### config.mk
export PLATFORM = sky130hd
export DESIGN_NAME = scoreboard_hazard
export DESIGN_NICKNAME = d
export VERILOG_FILES = /design/src/rtl/scoreboard_hazard_pkg.sv /design/src/rtl/scoreboard_hazard_sb_entry.sv /design/src/rtl/scoreboard_hazard.sv
export SDC_FILE = /design/constraint.sdc
export NUM_CORES = 1
export LEC_CHECK = 0
export ABC_AREA = 1
export BUFFER_PORTS_ARGS = -buffer_cell sky130_fd_sc_hd__buf_2
export CAP_MARGIN = 20
export CORE_ASPECT_RATIO = 1.5
export CORE_MARGIN = 1
export CORE_UTILIZATION = 30
export CTS_BUF_LIST = sky130_fd_sc_hd__clkbuf_16
export CTS_CLUSTER_DIAMETER = 150
export DETAILED_ROUTE_END_ITERATION = 10
export PLACE_DENSITY = 0.47
export SLEW_MARGIN = 10
export SYNTH_ARGS = -nofsm -noshare
export SYNTH_HDL_FRONTEND = slang
export SYNTH_SLANG_ARGS = --single-unit
### constraint.sdc
create_clock -name clk -period 5.4 [get_ports clk]
set_input_delay 1.08 -clock clk [delete_from_list [all_inputs] [get_ports clk]]
set_output_delay 1.08 -clock clk [all_outputs]
set_load 0.05 [all_outputs]
### src/rtl/scoreboard_hazard_pkg.sv
// Shared definitions for the decode-stage register scoreboard and its per-register entries.
package scoreboard_hazard_pkg;

    localparam int LAT_W_DEF = 2;
    localparam int REG_IDX_W = 5;
    localparam logic [REG_IDX_W-1:0] REG_ZERO = '0;

    typedef struct packed {
        logic                 busy;
        logic [LAT_W_DEF-1:0] cnt;
    } sb_entry_t;

endpackage

### src/rtl/scoreboard_hazard_sb_entry.sv
// One scoreboard slot: tracks whether a register has a write in flight and how many
// cycles remain until that write's writeback is due.
module sb_entry
    import scoreboard_hazard_pkg::*;
#(
    parameter int LAT_W = LAT_W_DEF
) (
    input  logic             clk,
    input  logic             rst,
    input  logic             load,
    input  logic [LAT_W-1:0] load_cnt,
    input  logic             clear,
    output logic             busy,
    output logic [LAT_W-1:0] cnt
);

    // A new issue outranks a same-cycle writeback so the younger write stays tracked.
    always_ff @(posedge clk or negedge rst) begin
        if (!rst) begin
            busy <= 1'b0;
            cnt  <= '0;
        end else if (load) begin
            busy <= 1'b1;
            cnt  <= load_cnt;
        end else if (clear) begin
            busy <= 1'b0;
            cnt  <= '0;
        end else if (busy && cnt != '0) begin
            cnt <= cnt - LAT_W'(1);
        end
    end

endmodule

### src/rtl/scoreboard_hazard.sv
// Decode-stage scoreboard: detects RAW/WAW hazards against in-flight writes and bypasses
// the current writeback value onto every source operand port.
module scoreboard_hazard
    import scoreboard_hazard_pkg::*;
#(
    parameter int NUM_REGS  = 32,
    parameter int SRC_PORTS = 2,
    parameter int LAT_W     = LAT_W_DEF,
    parameter int DWIDTH    = 32,
    parameter int PERF_W    = 16
) (
    input  logic                           clk,
    input  logic                           rst,
    input  logic                           issue_valid,
    input  logic                           issue_kill,
    input  logic                           issue_we,
    input  logic [REG_IDX_W-1:0]           issue_rd,
    input  logic [LAT_W-1:0]               issue_lat,
    input  logic [REG_IDX_W*SRC_PORTS-1:0] issue_src,
    input  logic [SRC_PORTS-1:0]           issue_src_used,
    input  logic [DWIDTH*SRC_PORTS-1:0]    rf_rdata,
    input  logic                           wb_valid,
    input  logic [REG_IDX_W-1:0]           wb_rd,
    input  logic [DWIDTH-1:0]              wb_data,
    output logic [DWIDTH*SRC_PORTS-1:0]    src_data,
    output logic                           stall,
    output logic [PERF_W-1:0]              stall_count,
    output logic                           proto_err
);

    logic [NUM_REGS-1:0]  busy;
    logic [LAT_W-1:0]     cnt [NUM_REGS];
    logic [LAT_W-1:0]     lat_m1;
    logic                 accept;
    logic                 raw_hazard;
    logic                 waw_hazard;
    logic [REG_IDX_W-1:0] src_addr [SRC_PORTS];
    logic [DWIDTH-1:0]    rf_word  [SRC_PORTS];

    assign lat_m1  = issue_lat - LAT_W'(1);
    assign busy[0] = 1'b0;
    assign cnt[0]  = '0;

    for (genvar r = 1; r < NUM_REGS; r++) begin : g_entry
        sb_entry #(
            .LAT_W(LAT_W)
        ) u_entry (
            .clk     (clk),
            .rst     (rst),
            .load    (accept && issue_rd == REG_IDX_W'(r)),
            .load_cnt(lat_m1),
            .clear   (wb_valid && wb_rd == REG_IDX_W'(r)),
            .busy    (busy[r]),
            .cnt     (cnt[r])
        );
    end

    for (genvar p = 0; p < SRC_PORTS; p++) begin : g_port
        assign src_addr[p] = issue_src[REG_IDX_W*p +: REG_IDX_W];
        assign rf_word[p]  = rf_rdata[DWIDTH*p +: DWIDTH];
    end

    // A source whose writeback lands this very cycle is bypassed instead of stalling.
    always_comb begin
        raw_hazard = 1'b0;
        src_data   = '0;
        for (int i = 0; i < SRC_PORTS; i++) begin
            if (src_addr[i] == REG_ZERO) begin
                src_data[DWIDTH*i +: DWIDTH] = '0;
            end else if (wb_valid && wb_rd == src_addr[i]) begin
                src_data[DWIDTH*i +: DWIDTH] = wb_data;
            end else begin
                src_data[DWIDTH*i +: DWIDTH] = rf_word[i];
            end
            if (issue_src_used[i] && src_addr[i] != REG_ZERO && busy[src_addr[i]]
                && !(wb_valid && wb_rd == src_addr[i])) begin
                raw_hazard = 1'b1;
            end
        end
    end

    // An older write that would still be pending when the new one lands must drain first.
    assign waw_hazard = issue_we && issue_rd != REG_ZERO && busy[issue_rd]
                        && (cnt[issue_rd] >= lat_m1);
    assign stall      = issue_valid && !issue_kill && (raw_hazard || waw_hazard);
    assign accept     = issue_valid && !issue_kill && !stall && issue_we
                        && issue_rd != REG_ZERO;

    always_ff @(posedge clk or negedge rst) begin
        if (!rst) begin
            stall_count <= '0;
        end else if (stall && stall_count != '1) begin
            stall_count <= stall_count + PERF_W'(1);
        end
    end

    // Writes to x0 are architectural no-ops and are not treated as protocol violations.
    always_ff @(posedge clk or negedge rst) begin
        if (!rst) begin
            proto_err <= 1'b0;
        end else if (wb_valid && wb_rd != REG_ZERO
                     && (!busy[wb_rd] || cnt[wb_rd] != '0)) begin
            proto_err <= 1'b1;
        end
    end

endmodule
# [After elaboration in Yosys (flattened, before gate mapping)]
# Index checks and enable logic that the tools add are counted.
[classes] add_sub_neg=33 mul=0 div=0 order_cmp=7 eq_ne=65 shift=0 n_mux=175 n_bitwise=2 n_reduce_logical=219
[op_table] op="2-to-1 mux 2 bit" n=97
[op_table] op="equality test 5 bit, second input constant" n=32
[op_table] op="2-to-1 mux 32 bit" n=4
[op_table] op="nonzero test 2 bit" n=63
[op_table] op="logical AND 1 bit" n=112
[op_table] op="nonzero test 3 bit" n=31
[op_table] op="equality test 5 x 4 -> 1 bit, second input constant" n=16
[op_table] op="2-to-1 mux 1 bit" n=68
[op_table] op="subtractor 2 x 1 -> 2 bit, second input constant" n=32
[op_table] op="equality test 5 x 3 -> 1 bit, second input constant" n=8
[op_table] op="less-than comparator 5 x 6 -> 1 bit, second input constant" n=4
[op_table] op="binary-select mux 1 bit (select 5 bit)" n=4
[op_table] op="binary-select mux 2 bit (select 5 bit)" n=2
[op_table] op="equality test 5 x 2 -> 1 bit, second input constant" n=4
[op_table] op="nonzero test 5 bit" n=4
[op_table] op="adder 16 x 1 -> 16 bit, second input constant" n=1
[op_table] op="!= test 16 bit, second input constant" n=1
[op_table] op="greater-or-equal comparator 6 bit, second input constant" n=2
[op_table] op="NOT 5 -> 6 bit" n=2
[op_table] op="equality test 5 x 1 -> 1 bit, second input constant" n=2
[op_table] op="equality test 5 bit" n=2
[op_table] op="logical NOT 5 bit" n=2
[op_table] op="logical NOT 1 bit" n=5
[op_table] op="greater-or-equal comparator 2 bit" n=1
[op_table] op="logical OR 1 bit" n=2
[word_totals] regBits=110 latchBits=0 ram_bits=0 romBits=0 input_bits=126 out_inout_bits=82 word_cells=565 mem_count=0

# [Logic depth before layout (Yosys ltp)]
# Gate-level depths: netlist (run 1).
[logic_depth] word_depth=14 mapped_depth=25 mapped_depth_nobuf=20

# [Cells and area by module]
# A second synthesis (run 1) with hierarchy kept.
[hier_totals] hier_cells=1690 hier_area_um2=10309.9
[by_module_without_submodules] mod="sb_entry" n_inst=31 cells_per_inst=24 area_each_um2=177.7 seq_area_each_um2=75.1
[by_module_without_submodules] mod="scoreboard_hazard" n_inst=1 cells_per_inst=946 area_each_um2=4802.1 seq_area_each_um2=425.4

# [Least setup slack after synthesis (run 1)]
# No wires, ideal clock.
[synth_path] path_type="in2out" from="input port issue_rd[0]" to="output port stall" t_arrival_ns=3.877 required_time_ns=4.320 setup_slack_ns=0.443 path_stages=17 n_path_buf=5 cell_sequence="buf_4 > inv_2 > buf_6 > nand2_1 > clkbuf_1 > buf_1 > o221ai_1 > a221oi_1 > a21oi_1 > ha_1 > a21oi_1 > nor2_1 > nand3_1 > nand2_1 > o21ai_0 > inv_1 > clkbuf_1"
[synth_via] elab_chain_cells=8 word_cells_on_any_way=13 classes_between="order compare (1); mux (5); bitwise (1); reduce/logical (6)"
[synth_lines] element="start: declaration" line="scoreboard_hazard.sv:17" source="input logic [REG_IDX_W-1:0] issue_rd,"
[synth_lines] element="NOT 5 -> 6 bit (not written as such)" line="scoreboard_hazard.sv:84" source="&& (cnt[issue_rd] >= lat_m1);"
[synth_lines] element="binary-select mux 2 bit (select 5 bit)" line="scoreboard_hazard.sv:84"
[synth_lines] element="2-to-1 mux 2 bit (not written as such) (2 in a row)" line="scoreboard_hazard.sv:84"
[synth_lines] element="greater-or-equal comparator 2 bit" line="scoreboard_hazard.sv:84"
[synth_lines] element="logical AND 1 bit *" line="scoreboard_hazard.sv:84"
[synth_lines] element="logical OR 1 bit *" line="scoreboard_hazard.sv:85" source="assign stall = issue_valid && !issue_kill && (raw_hazard || waw_hazard);"
[synth_lines] element="logical AND 1 bit *" line="scoreboard_hazard.sv:85"
[synth_lines] element="end: declaration" line="scoreboard_hazard.sv:26" source="output logic stall,"
# Mark *: on every way between the ends. The rest lies on a longest branch, timed or not. The select of a mux whose other input is x is not followed.

# [Worst setup path in the final report (run 1)]
[layout_path] from="input port issue_rd[1]" to="output port stall"
# The elaborated chain is that of the path after synthesis.

==> metrics.md, run 1 <==
| Metric | Value |
|---|---|
| CP cell instances | buf_2 -> inv_2 -> nand2_1 -> buf_4 -> o22ai_1 -> o21ai_0 -> nand4_1 -> o21ai_0 -> ha_1 -> inv_1 -> nand2_1 -> a21oi_1 -> nor2_1 -> nand3_1 -> nand2_1 -> o21ai_0 -> inv_1 -> buf_2 |
| Final #Nets | 2,112 |
| Worst Setup SP | issue_rd[1] |
| Synth area leader | dfrtp_1 |
| Synth Register Bits | 110 |
| Ports | 208 |
| Fin crit period | 5.026 ns |
| Outcome | finished clean |
| Register-to-Register Path Depth | 16 |
| Max Cap Violations | 0 |
| GRT Overall Usage | 0.2732 |
| Worst rel slew slack | 0.2805 |
| Initial core utilization | 0.3048 |
| Routed Antenna Nets | 0 |
| GPL Wtd Cong | 1.029 |
| Peak per-stage delay on the critical path | 0.27 ns |
| Xor and xnor fraction of the mapped netlist area | 0.01313 |
| Worst VDD drop | 0.1791 mV |
| Area contributors post-synth | dfrtp_1 26%, nand2_1 16%, inv_1 11% |
| WL/cell | 20.09 um |
| Synth top area share | 0.2580 |
| Postcts setup bufs | 0 |
| Largest family of logic cells by synthesized area | simple AND/OR/NAND/NOR gates |
| Adder-cell share of the synthesized area | 0.03987 |
| Placement Rows | 84 |
| Worst-path clk slew | 0.08 ns |
| Post-CTS sizing | 0 |
| HPWL Detailed | roughly 38 mm |
| # diodes | 0 |
| Vias per cell | 5.222 |
| Area delta synth->final | 16.63% |
| Layout fillers | 3,950 |
| First-pass GRT wire length | 72.55 mm |
| Multiplexer area fraction after synthesis | 0 |
| Initial antenna violation count | 1 |
| Hold/Removal Path Class | flop to flop |
| Worst Setup End Kind | primary output |
| Levels on crit path | 18 |
| Final Hold Fails | 0 |
| Critical Setup Path Class | input pin to primary output |
| Largest net degree at the start of global routing | 94 |
| Yosys warns | 0 |
| Post-synthesis simple-gate area fraction | 0.3783 |
| Asr flop ratio synth | 1.000 |
| Hold-fix buffers, CTS | 0 |
| Clk Latency, worst-skew pair | 0.39 ns |
| Slowest CP cell | buf_2 |
| Layout cells sized above 1 | 0.1487 |
| H-Tree Depth | 3 |
| Core Footprint | 35,000 um2 |
| Cell Area, Synth | 10,670 um2 |
| CTS Root Cell | clkbuf_16 |
| Utilization after layout | 0.3555 |
| Synth Area in Compound Gates | 0.1631 |
| Final wirelength | 48.82 mm |
| Die ar. | 36,340 um2 |
| DRC violations left | 0 |
| R2r setup slk | 1.98 ns |
| Setup violations, final | 0 |
| Final slew viol count | 0 |
| Syn Area/Cell | slightly below 6 um2 |
| Total gr overflow | 0 |
| Final setup TNS | 0 ns |
| Detailed Route Iter0 Violations | 783 |
| Clock buffer depth | 2 |
| EDFF count, synth | 0 |
| P_leak | 6.798 nW |
| Fmax | 0.1989 GHz |
| CTS tree | yes |
| Pin slew with the least headroom to its limit | 1.071 ns |
| Worst r2r dst | stall_count[5] |
| Die W | between 150 and 200 um |
| Syn Nets | approximately 2,000 |
| Critical Path Start Type | input pin |
| Vias | between 10,000 and 15,000 |
| Die H | 233.0 um |
| Cell family with most CP delay | buffers and inverters |
| Mapped Cells | 1,790 |
| Vias in the first global route | about 12,000 |
| RSZ-0062 raised after global routing | no |
| Setup Skew | 0.01010 ns |
| Buffers on Ports | 207 |
| CP bufs+invs | 6 |
| Pwr per Cell Area | approximately 400 nW/um2 |
| Placed Instances | 2,414 |
| Primary FF master, synth | dfrtp_1 |
| Fin crit share | 0.9308 |
| Req. time, crit path | 4.32 ns |
| CP Data Arrival Time | 3.95 ns |
| Critical path endpoint | stall |
| Critical Path Fanout Max | 13 |
| Sequential share of the synthesized area | 0.2580 |
| Final cell count without fillers | 2,430 |
| Reg2Reg Launch Point | g_entry[6].u_entry.cnt[1] |
| Sink Count | 110 |
| TritonRoute pass-1 iters | 5 |
| CTS buffer count | 9 |
| Synth cell types | 37 |
[power by group]
part	internal (W)	switching [W]
Sequential	0.00115	0.000343
Clock	0.000316	0.000370
Combinational	0.000961	0.00178
Total	0.00243	0.00249
[cell type report]
| type | instances | area [um2] | area share |
|---|---|---|---|
| multi-input cells | 1276 | 6365 | 0.5115 |
| well taps | 473 | 591.8 | 0.04756 |
| clock inverters | 7 | 48.80 | 0.003922 |
| repair buffers | 231 | 1244 | 0.09995 |
| inverters | 324 | 1216 | 0.09774 |
| flip-flops and latches | 110 | 2753 | 0.2212 |
| clock buffers | 9 | 225.2 | 0.01810 |
[worst min-delay path by stage]
| stage | cells after the start | to | start |
|---|---|---|---|
| final | 2 | proto_err | proto_err |
| after CTS | 2 | proto_err | proto_err |
| after global routing | 2 | proto_err | proto_err |
| after global placement | 2 | proto_err | proto_err |
| after detailed placement | 2 | proto_err | proto_err |
| after floorplan | 2 | g_entry[14].u_entry.cnt[1] | g_entry[14].u_entry.cnt[1] |
[layer usage]
| layer | track usage | routed length [um] |
|---|---|---|
| met1 | 0.2827 | 18000 |
| met5 | 0 | 0 |
| met3 | 0.03855 | 2453 |
| met4 | 0.2138 | 3966 |
| met2 | 0.4918 | 24400 |
[through the flow]
stage               cell area (um2)  total power (W)  hold WS, ns  worst slack [ns]
finish                        12440         0.004918       0.4825            0.3736
global route                  12440         0.005385       0.5222            0.1283
CTS                           12440         0.004942       0.4922            0.4220
detailed placement            12170         0.004233       0.4598            0.4405
global placement              12170         0.004215       0.4521            0.4944
floorplan                     10670         0.003347       0.4753            0.4429
[logic make-up after synthesis]
logic type | count (synthesis)
simple gates | 902
compound gates | 324
fa+ha+maj | 34
buf+inv | 404
flops | 110
xor+xnor | 16
[synth_stat cells (all sizes together) (5+ instances only)]
| master | number |
|---|---|
| o211ai | 6 |
| nand2 | 469 |
| a21oi | 90 |
| o21ai | 174 |
| dfrtp | 110 |
| xnor2 | 5 |
| nand4 | 76 |
| nor2 | 131 |
| clkbuf | 49 |
| o22ai | 36 |
| nand3 | 164 |
| xor2 | 11 |
| a22oi | 5 |
| or2 | 24 |
| buf | 31 |
| nor3 | 32 |
| inv | 323 |
| ha | 34 |
[cell usage in the layout (no fill, tap or decap), types with 5 or more instances in the layout]
cell       instances
nand4_1           76
o21ai_0          172
clkbuf_16          9
ha_1              34
a21oi_1           90
inv_1            318
o211ai_1           6
dfrtp_1          110
buf_4             23
buf_2            206
o22ai_1           36
nor3_1            32
nand3_1          152
xor2_1            11
a22oi_1            5
nand2_1          467
nand3_4           10
xnor2_1            5
nor2_1           127
or2_2             24
[sequential cells by signal (all words and copies together), names as in the netlist]
name                  cells
g_entry.u_entry.cnt      62
g_entry.u_entry.busy     31
stall_count              16
proto_err                 1
[worst min-delay path: cells and delay by family (launching register included)]
kind / cells / cell delay [ns]
DFF: 1 / 0.36
and+or+nand+nor: 1 / 0.05
buffers and inverters: 1 / 0.04
No activity file was read; power rests on OpenSTA's default activity.
==> run 2, diff against run 1 <==
--- a/config.mk
+++ b/config.mk
@@ -14,7 +14,7 @@
 export CTS_BUF_LIST = sky130_fd_sc_hd__clkbuf_16
 export CTS_CLUSTER_DIAMETER = 150
 export DETAILED_ROUTE_END_ITERATION = 10
-export PLACE_DENSITY = 0.47
+export PLACE_DENSITY = 0.6
 export SLEW_MARGIN = 10
 export SYNTH_ARGS = -nofsm -noshare
 export SYNTH_HDL_FRONTEND = slang
==> metrics.md, run 2 (synthesized netlist as in run 1, its figures left out) <==
| Metric | Value |
|---|---|
| H-Tree Depth | 3 (unchanged) |
| Slowest CP cell | nand2_2 |
| WHS | 0.4884 ns (+0.005916 ns) |
| Peak per-stage delay on the critical path | 0.35 ns (+0.08 ns) |
| Fmax | 0.2005 GHz (+0.78%) |
| Final setup TNS | 0 ns (unchanged) |
| Core Footprint | 35,000 um2 (unchanged) |
| Layout fillers | 3,800 (-3.8%) |
| GRT Overall Usage | 0.2476 (-0.02560) |
| Outcome | finished clean |
| Worst-path clk slew | 0.09 ns (about the same) |
| Pre-CTS setup slack | 0.4408 ns (+0.0002470 ns) |
| Area of the multi-input gates | 6365 um2 (unchanged) |
| CTS buffer count | 9 (unchanged) |
| Final Hold Fails | 0 (unchanged) |
| CP Data Arrival Time | 3.91 ns (-0.04 ns) |
| Pin slew with the least headroom to its limit | 1.036 ns (-0.03546 ns) |
| Req. time, crit path | 4.32 ns (about the same) |
| Setup Skew | 0.01583 ns (+0.005723 ns) |
| Final WS setup | 0.4125 ns (+0.03890 ns) |
| Routed Antenna Nets | 0 (unchanged) |
| GPL Wtd Cong | 1.023 (-0.55%) |
| CTS tree | yes |
| Max reg flops | 62 (unchanged) |
| Vias | 12,740 (+0.35%) |
| CP cell instances | buf_2 -> inv_2 -> nand2_2 -> o22ai_1 -> o21ai_0 -> nand2_1 -> a221oi_1 -> a21oi_1 -> ha_1 -> a21oi_1 -> nor2_1 -> nand3_1 -> nand2_1 -> o21ai_0 -> inv_1 -> buf_2 |
| Top flop regs | g_entry.u_entry.cnt x62, g_entry.u_entry.busy x31, stall_count x16 |
| Sink Count | 110 (unchanged) |
| Setup violations, final | 0 (unchanged) |
| CP bufs+invs | 4 (-2) |
| Total gr overflow | 0 (unchanged) |
| Die H | 233.0 um (unchanged) |
| DRC violations left | 0 (unchanged) |
| Post-CTS sizing | 0 (unchanged) |
| Critical Path Fanout Max | 17 (+4) |
| Sequential cell area | 2753 um2 (unchanged) |
| TritonRoute pass-1 iters | 5 (unchanged) |
| Clk Latency, worst-skew pair | 0.40 ns (about the same) |
| First-pass GRT wire length | 67.43 mm (-7.0%) |
| Final cell count without fillers | 2,431 (+0.041%) |
| Die ar. | 36,340 um2 (unchanged) |
| Critical Setup Path Class | input pin to primary output |
| Cell family with most CP delay | compound AO/OA/AOI/OAI gates |
| Initial core utilization | 0.3048 (unchanged) |
| Vias in the first global route | 12,180 (-0.27%) |
| Ports | 208 (unchanged) |
| CTS Root Cell | clkbuf_16 |
| Final wirelength | 44.53 mm (-8.8%) |
| Most common cell after layout, fill and taps aside | nand2_1 |
| Hold-fix buffers, CTS | 0 (unchanged) |
| Detailed Route Iter0 Violations | 886 (+13%) |
| Worst Setup End Kind | primary output |
| Largest Register | g_entry.u_entry.cnt |
| Critical Path Start Type | input pin |
| Worst rel slew slack | 0.3043 (+0.02382) |
| Largest net degree at the start of global routing | 94 (unchanged) |
| Placement Rows | 84 (unchanged) |
| Buffers on Ports | 207 (unchanged) |
| Hold/Removal Path Class | flop to flop |
| Pwr per Cell Area | 395.0 nW/um2 (about the same) |
| Vias per cell | 5.239 (+0.31%) |
| Final slew viol count | 0 (unchanged) |
| Fin crit period | 4.988 ns (-0.03890 ns) |
| Initial antenna violation count | 4 (+3) |
| RSZ-0062 raised after global routing | no |
| Placed Instances | 2,413 (-0.041%) |
| Worst VDD drop | 0.1701 mV (-5.0%) |
| P_leak | 6.812 nW (+0.21%) |
| Postcts setup bufs | 0 (unchanged) |
| Tot Pwr | 0.004926 W (+0.16%) |
| Layout cells sized above 1 | 0.1488 (about the same) |
| Die W | 156.0 um (unchanged) |
| Area delta synth->final | 16.89% |
| Final #Nets | 2,111 (-0.047%) |
| Fin crit share | 0.9236 (-0.007204) |
| Most frequent cells in the layout | 467 x nand2_1, 319 x inv_1, 206 x buf_2, 172 x o21ai_0, 152 x nand3_1 |
| HPWL Detailed | 34.86 mm (-8.7%) |
| WL/cell | 18.32 um (-8.8%) |
| Max Cap Violations | 0 (unchanged) |
| Clock buffer depth | 2 (unchanged) |
run 2: final timing paths:
path	slack, ns	cells past startpoint	from	end
max in group asynchronous	3.76	2	rst	g_entry[19].u_entry.busy
worst max register to register	1.98	18	g_entry[6].u_entry.cnt[1]	g_entry[2].u_entry.cnt[1]
worst min register to register	0.49	2	proto_err	proto_err
min in group asynchronous	0.65	1	rst	g_entry[14].u_entry.cnt[1]
worst max-delay path	0.41	16	issue_rd[0]	stall
worst min-delay path	0.49	2	proto_err	proto_err
run 2: final cells by class:
class	count	area share
repair buffers	230	0.09913
clock buffers	9	0.01806
well taps	473	0.04746
flip-flops and latches	110	0.2207
inverters	324	0.09752
multi-input cells	1276	0.5104
diodes	2	0.0004013
clock inverters	7	0.006321
run 2: metal layers:
metal,wire [um],vias up,part of all wire,global-route usage
met4,3364,2,0.076,0.1903
met1,16630,5879,0.37,0.2595
met5,13,-,0.00029,0
met2,21860,582,0.49,0.4443
li1,-,6115,-,-
met3,2650,157,0.060,0.03353
run 2: worst register-to-register path, delay by kind of cell (launching register included):
| family | cells | cell delay [ns] |
|---|---|---|
| buffers and inverters | 2 | 0.56 |
| AND/OR/NAND/NOR | 10 | 1.25 |
| adder cells (fa/ha/maj) | 1 | 0.30 |
| AO/OA/AOI/OAI | 5 | 0.84 |
| flip-flops | 1 | 0.37 |
run 2: power by group:
group	switching [W]	internal, W	leakage (nW)
logic	0.00172	0.000965	5.33
clock network	0.000371	0.000367	0.146
registers	0.000351	0.00115	1.34
run 2: metrics by stage:
step,area [um2],utilization
2_1_floorplan,10670,-
3_3_place_gp,12160,0.3475
3_5_place_dp,12160,0.3475
4_1_cts,12470,0.3562
5_1_grt,12470,0.3563
6_report,12470,0.3563
